File: src/rtl/constructor_timing_unit.sv
// Latency counters and parallel-load command shift register downstream of the constructor control unit.
// Optional sticky protocol checker enabled by defining CTU_PROTOCOL_CHECK_EN.
module constructor_timing_unit #(
    parameter int CNT_W     = 3,
    parameter int COMP_LAT  = 5,
    parameter int STOP_LAT  = 3,
    parameter int CMD_DEPTH = 4,
    parameter int CMD_W     = 2
) (
    input  logic                       clk,
    input  logic                       RST_n,
    input  logic                       CLR,
    input  logic                       CE_compEN,
    input  logic                       CE_STOPcompEN,
    input  logic                       RSH_LE,
    input  logic                       cmd_SH_EN,
    input  logic [CMD_DEPTH*CMD_W-1:0] CMD_IN,
    output logic                       CNT_compEN_OUT,
    output logic                       CNT_STOPcompEN_OUT,
    output logic [CMD_W-1:0]           CMD_OUT,
    output logic                       CMD_VALID,
    output logic                       CMD_LAST,
    output logic                       ERR
);

    localparam int OCC_W = $clog2(CMD_DEPTH + 1);
    localparam logic [CNT_W-1:0] C_LAT = CNT_W'(COMP_LAT);
    localparam logic [CNT_W-1:0] S_LAT = CNT_W'(STOP_LAT);
    localparam logic [OCC_W-1:0] OCC_FULL = OCC_W'(CMD_DEPTH);

    logic [CNT_W-1:0]           cnt_c_q, cnt_c_d;
    logic [CNT_W-1:0]           cnt_s_q, cnt_s_d;
    logic                       flag_c_q, flag_c_d;
    logic                       flag_s_q, flag_s_d;
    logic [CMD_DEPTH*CMD_W-1:0] cmd_q, cmd_d;
    logic [OCC_W-1:0]           occ_q, occ_d;

    // Counters saturate at their latency; CLR outranks the enable.
    always_comb begin
        cnt_c_d = cnt_c_q;
        cnt_s_d = cnt_s_q;
        if (CLR) begin
            cnt_c_d = '0;
            cnt_s_d = '0;
        end else begin
            if (CE_compEN && (cnt_c_q < C_LAT))
                cnt_c_d = cnt_c_q + CNT_W'(1);
            if (CE_STOPcompEN && (cnt_s_q < S_LAT))
                cnt_s_d = cnt_s_q + CNT_W'(1);
        end
        flag_c_d = (cnt_c_d == C_LAT);
        flag_s_d = (cnt_s_d == S_LAT);
    end

    // Load beats shift; slot 0 sits in the low bits so a shift is a right shift.
    always_comb begin
        cmd_d = cmd_q;
        occ_d = occ_q;
        if (RSH_LE) begin
            cmd_d = CMD_IN;
            occ_d = OCC_FULL;
        end else if (cmd_SH_EN && (occ_q != '0)) begin
            cmd_d = cmd_q >> CMD_W;
            occ_d = occ_q - OCC_W'(1);
        end
    end

    always_ff @(posedge clk) begin
        if (!RST_n) begin
            cnt_c_q  <= '0;
            cnt_s_q  <= '0;
            flag_c_q <= 1'b0;
            flag_s_q <= 1'b0;
            cmd_q    <= '0;
            occ_q    <= '0;
        end else begin
            cnt_c_q  <= cnt_c_d;
            cnt_s_q  <= cnt_s_d;
            flag_c_q <= flag_c_d;
            flag_s_q <= flag_s_d;
            cmd_q    <= cmd_d;
            occ_q    <= occ_d;
        end
    end

    assign CNT_compEN_OUT     = flag_c_q;
    assign CNT_STOPcompEN_OUT = flag_s_q;
    assign CMD_OUT            = cmd_q[CMD_W-1:0];
    assign CMD_VALID          = (occ_q != '0);
    assign CMD_LAST           = (occ_q == OCC_W'(1));

`ifdef CTU_PROTOCOL_CHECK_EN
    logic err_q, err_d;

    // Underflow, overwrite of unissued commands, or counting past saturation.
    always_comb begin
        err_d = err_q;
        if (cmd_SH_EN && !RSH_LE && (occ_q == '0))
            err_d = 1'b1;
        if (RSH_LE && !cmd_SH_EN && (occ_q != '0))
            err_d = 1'b1;
        if (!CLR && CE_compEN && (cnt_c_q == C_LAT) && flag_c_q)
            err_d = 1'b1;
        if (!CLR && CE_STOPcompEN && (cnt_s_q == S_LAT) && flag_s_q)
            err_d = 1'b1;
    end

    always_ff @(posedge clk) begin
        if (!RST_n)
            err_q <= 1'b0;
        else
            err_q <= err_d;
    end

    assign ERR = err_q;
`else
    assign ERR = 1'b0;
`endif

endmodule

File: config.mk
export PLATFORM = sky130hd
export DESIGN_NAME = constructor_timing_unit
export DESIGN_NICKNAME = d
export VERILOG_FILES = /design/src/rtl/constructor_timing_unit.sv
export SDC_FILE = /design/constraint.sdc
export NUM_CORES = 1
export LEC_CHECK = 0
export CAP_MARGIN = 20
export CORE_ASPECT_RATIO = 1.2
export CORE_MARGIN = 8
export CORE_UTILIZATION = 44
export DETAILED_ROUTE_END_ITERATION = 10
export PLACE_DENSITY_LB_ADDON = 0.3
export REMOVE_ABC_BUFFERS = 1
export SYNTH_ARGS = -nofsm -noshare
export SYNTH_HDL_FRONTEND = slang
export SYNTH_SLANG_ARGS = --single-unit
File: constraint.sdc
create_clock -name clk -period 1.48 [get_ports clk]
set_clock_uncertainty 0.15 [all_clocks]
set_input_delay 0.222 -clock clk [delete_from_list [all_inputs] [get_ports clk]]
set_output_delay 0.222 -clock clk [all_outputs]
set_load 0.005 [all_outputs]
# After elaboration in Yosys (flattened, before gate mapping)

Cells that the tools add are included.

Bits in registers: 19
Logic and storage cells: 30
Input port bits: 15

Add/subtract/negate cells: 3
Equality and inequality tests: 3
Bitwise gates (word level): 1
Magnitude comparators: 2
Reductions and logical operators: 6
Multiplexer cells: 8

Operator list:

| operator            | count |
|---|---|
| $mux 3              | 6 |
| $mux 8              | 2 |
| $add 3x1->3 const B | 2 |
| $eq 3x1->1 const B  | 1 |
| $eq 3x2->1 const B  | 1 |
| $eq 3x3->1 const B  | 1 |
| $logic_and 1x1->1   | 3 |
| $lt 3x2->1 const B  | 1 |
| $lt 3x3->1 const B  | 1 |
| $reduce_bool 3->1   | 1 |
| $sub 3x1->3 const B | 1 |
| $reduce_bool 2->1   | 1 |
| $reduce_or 2->1     | 1 |
| $not 1->1           | 1 |

# Longest topological paths before layout

Word-level depth: 5
Depth in mapped cells: 7
Gate-level depth less buffers: 6

# Worst setup path after synthesis

OpenSTA, ideal clock, no wires.

Path type: register to register
Start point: register occ_q[0]
End point: register cmd_q[0]
Buffers on the path: 1
Setup time: 0.122 ns
Cell stages (with the launch flop): 8
Data arrival time: 1.303 ns
Slack: -0.095 ns
Cells stage by stage: dfxtp_1 inv_1 ha_1 nor2b_4 inv_2 buf_6 a21boi_0 o311a_1

Word-level cells in the longest chain between the ends: 3

Ends and longest elaborated chain:

| what                        | line | text |
|---|---|---|
| start: declaration          | 36   | `logic [OCC_W-1:0] occ_q, occ_d;` |
| start signal: assignment    | 75   | `occ_q <= '0;` |
| start signal: assignment    | 82   | `occ_q <= occ_d;` |
| $reduce_bool 3->1           | -    |  |
| net CMD_VALID               | 21   | `output logic CMD_VALID,` |
| $logic_and 1x1->1           | 62   | `end else if (cmd_SH_EN && (occ_q != '0)) begin` |
| $reduce_bool 2->1 (no line) | -    |  |
| end signal: assignment      | 81   | `cmd_q <= cmd_d;` |
| end: declaration            | 35   | `logic [CMD_DEPTH*CMD_W-1:0] cmd_q, cmd_d;` |

The timed path passes the listed nets, and every way through them passes these cells.
A chain may end at the register's enable or synchronous reset.

# Worst setup path after layout

Start point: register occ_q[1]
End point: register cmd_q[3]

Word-level cells in the longest chain between the ends: 3

Ends and longest elaborated chain:

| what                        | line |
|---|---|
| $reduce_bool 3->1           | 62 |
| $logic_and 1x1->1           | 62 |
| $reduce_bool 2->1 (no line) | - |

Every way passes these cells.

==> results.cfg <==
[clocking]
htreeDepth = 1
cts_tree = done
cts_buffer_depth = 2
numCtsBuffers = 3
clock-root-buffer = clkbuf_4
numClockSinks = 19
clock_latency_ps = 300
cts_hold_buf = 0
clk_pin_slew_worst_paths_ps = 110

[synth]
ys_ff_latch = 19
synthCells = 114
syn-cell-area_sq_mm = 0.00102
ys_seq_area_share_pct = 37.1
synthArstFlopShare_pct = 0
synth-main-ff-cell = dfxtp_1
synth_warnings = 0
synth_top_area_share_pct = 37.1
yosysTopAreaCell = dfxtp_1
synth_cell_types = 36
syn-mean-instance-area_sq_um = 8.99
synth-edff-count = 0
synth_area_leaders = dfxtp_1 (37%), nand2b_1 (6.7%), ha_1 (6.1%)

[timing]
fmax_mhz = 638
rsz0062_at_grt = true
drv_slew = 0
setup_tns_ps = -498
min_period_ps = 1570
fin_ws_ps = -87.4
finalHoldViolations = 0
setup_viol = 9
fin_crit_sh_pct = 106

[drt]
avgViaCountPerCell = 5.11
drc = 0
initialDrtViolationCount = 42
wl_per_cell_um = 13.2
drtPass1Iterations = 4
drt-total-wl_um = 2400
postRouteAntennaNets = 0
vias = 930

[worst_setup_path]
worstSetupStartpoint = occ_q[1]$_SDFFE_PP0P_
crit_type = reg -> reg
r2r_end = cmd_q[3]$_SDFFE_PN0P_
timing.critical_path.to_type = flip-flop
cp-endpoint = cmd_q[3]$_SDFFE_PN0P_
cp_max_fo = 8
rrSetupSlack_ps = -90
cp.arrival_ps = 1620
cp.required_ps = 1530
ff2ff_path_depth = 7
critPathLaunchType = flip-flop
reg2reg_from = occ_q[1]$_SDFFE_PP0P_

[power]
p_sw_share_pct = 26.6
vdd_drop_max_v = 0.000547
pwr-share-clk_pct = 24.9
p_leak_nw = 0.616
p_sw_mw = 0.284
p_comb_share_pct = 23.7
power.total_mw = 1.07
p_int_mw = 0.784
powerDensity_mw_per_mm2 = 729
seqPwrFrac_pct = 51.4

[layout]
drive_gt1_share_pct = 30.5
finalInstanceArea_sq_mm = 0.00147
n_antenna_cell = 0
fill_cells = 207
area_growth_pct = 43.0
multi_input_area_sq_um = 627
final_nets = 172
regArea_sq_um = 384

[floorplanning]
die_w_um = 60.1
io_pins = 22
fp.dieH_um = 68.9
num_rows = 19
start_util_pct = 45.4
core-area_sq_mm = 0.00226
dieArea_sq_mm = 0.00414

[placed_design]
gp_congestion = 0.793
placed_area_sq_mm = 0.00137
io_buffers = 20
pre_cts_ws_ps = -170
hpwl_um = 1820

[grt]
grt_start_max_net_pins = 19
grt_pass1_wl_um = 3880
grt_use_total_pct = 12.3
antenna_found_initial = 0
grt_overflow = 0
grt_pass1_vias = 918

[hold_path]
hp-class = in -> reg
hp-start = CMD_IN[6]

[job]
cap_violations = 0

[run_status]
violations = negative setup slack
status = finished, violations left
==> power groups by stage <==
| stage | combinational, mW | clock, mW | sequential, mW |
|---|---|---|---|
| 6_report | 0.253 | 0.266 | 0.549 |
| 5_1_grt | 0.277 | 0.283 | 0.551 |
| 4_1_cts | 0.249 | 0.278 | 0.548 |
| 3_5_place_dp | 0.231 | 0 | 0.559 |
| 3_3_place_gp | 0.225 | 0 | 0.558 |
| 2_1_floorplan | 0.0920 | 0 | 0.558 |
==> cell usage after synthesis (2+ instances only) <==
master and count:
a21boi_2 2, o311a_1 6, clkbuf_1 2, nand3_1 2, inv_1 6, dfxtp_1 19, a211o_1 2, nor2b_1 5
nand2_1 9, nand2b_1 11, nor3_1 3, o21ai_0 3, a21boi_0 6, a21oi_1 5, nor2_1 3, buf_4 3
ha_1 5, and3_1 4
==> what timing repair did <==
action,CTS,global route
gates cloned,0,0
endpoints found under the setup margin,16,15
gates resized for setup,29,6
setup buffers,2,0
pin swaps,5,7
==> flip-flops by register name, indices dropped and copies added, names as in the netlist <==
| register | count |
|---|---|
| CNT_STOPcompEN_OUT | 1 |
| CNT_compEN_OUT | 1 |
| cmd_q | 8 |
| cnt_c_q | 3 |
| cnt_s_q | 3 |
| occ_q | 3 |
==> area by class of cell <==
cell class,instances,share of cell area [%]
clock inverter,1,0.342
timing repair buffer,40,24.5
clock buffer,3,1.54
tap,31,2.65
inverter,7,1.96
sequential,19,26.2
multi-input combinational,81,42.8
==> worst min-delay path by stage <==
stage / cells after the start / slack [ps] / end
3_3_place_gp: 1 / 320 / CNT_STOPcompEN_OUT$_SDFF_PN0_
3_5_place_dp: 1 / 330 / CNT_STOPcompEN_OUT$_SDFF_PN0_
6_report: 3 / 330 / cmd_q[6]$_SDFFE_PN0P_
5_1_grt: 3 / 370 / cmd_q[6]$_SDFFE_PN0P_
4_1_cts: 3 / 320 / cmd_q[6]$_SDFFE_PN0P_
2_1_floorplan: 1 / 190 / occ_q[1]$_SDFFE_PP0P_
==> stage by stage <==
stage	util [%]	hold WS (ps)	std cells
floorplan	-	187	107
global placement	60.4	319	176
detailed placement	60.4	333	176
CTS	64.3	321	182
global route	64.9	367	182
finish	64.9	332	182
==> critical path, cell delays in order, from the launching register on <==
cell	delay, ps
dfxtp_2	350
inv_4	70
ha_4	130
nor2b_4	140
inv_2	60
buf_6	130
and3_4	170
o311a_1	280
==> layer usage <==
layer	wire, um	track usage (%)	vias up
li1	-	-	480
met1	957	12.2	434
met2	1320	23.3	12
met3	88	2.60	4
met4	40	6.27	0
met5	0	0	-
==> cell families (layout without fill, tap and decap cells) <==
logic type / count (synthesis) / count (layout) / synth area share [%]
compound gates: 34 / 34 / 26.6
buf+inv: 14 / 51 / 7.08
flops: 19 / 19 / 37.1
other cells: 1 / 1 / 0.366
fa+ha+maj: 5 / 5 / 6.11
simple gates: 41 / 41 / 22.7
==> cells in the final DEF, fill, tap and decap left out, types with 3 or more instances in the layout <==
| master | Yosys | routed |
|---|---|---|
| a21boi_0 | 6 | 5 |
| a21boi_2 | 2 | 3 |
| a21oi_1 | 5 | 4 |
| and3_4 | 0 | 4 |
| buf_4 | 3 | 16 |
| buf_6 | 1 | 3 |
| clkbuf_4 | 0 | 3 |
| clkdlybuf4s50_1 | 0 | 14 |
| dfxtp_1 | 19 | 16 |
| dfxtp_2 | 0 | 3 |
| dlygate4sd2_1 | 0 | 4 |
| ha_1 | 5 | 3 |
| inv_1 | 6 | 4 |
| nand2_1 | 9 | 9 |
| nand2b_1 | 11 | 11 |
| nor2_1 | 3 | 3 |
| nor2b_1 | 5 | 5 |
| nor3_1 | 3 | 3 |
| o311a_1 | 6 | 6 |
Power figures use the tool's default switching activity.
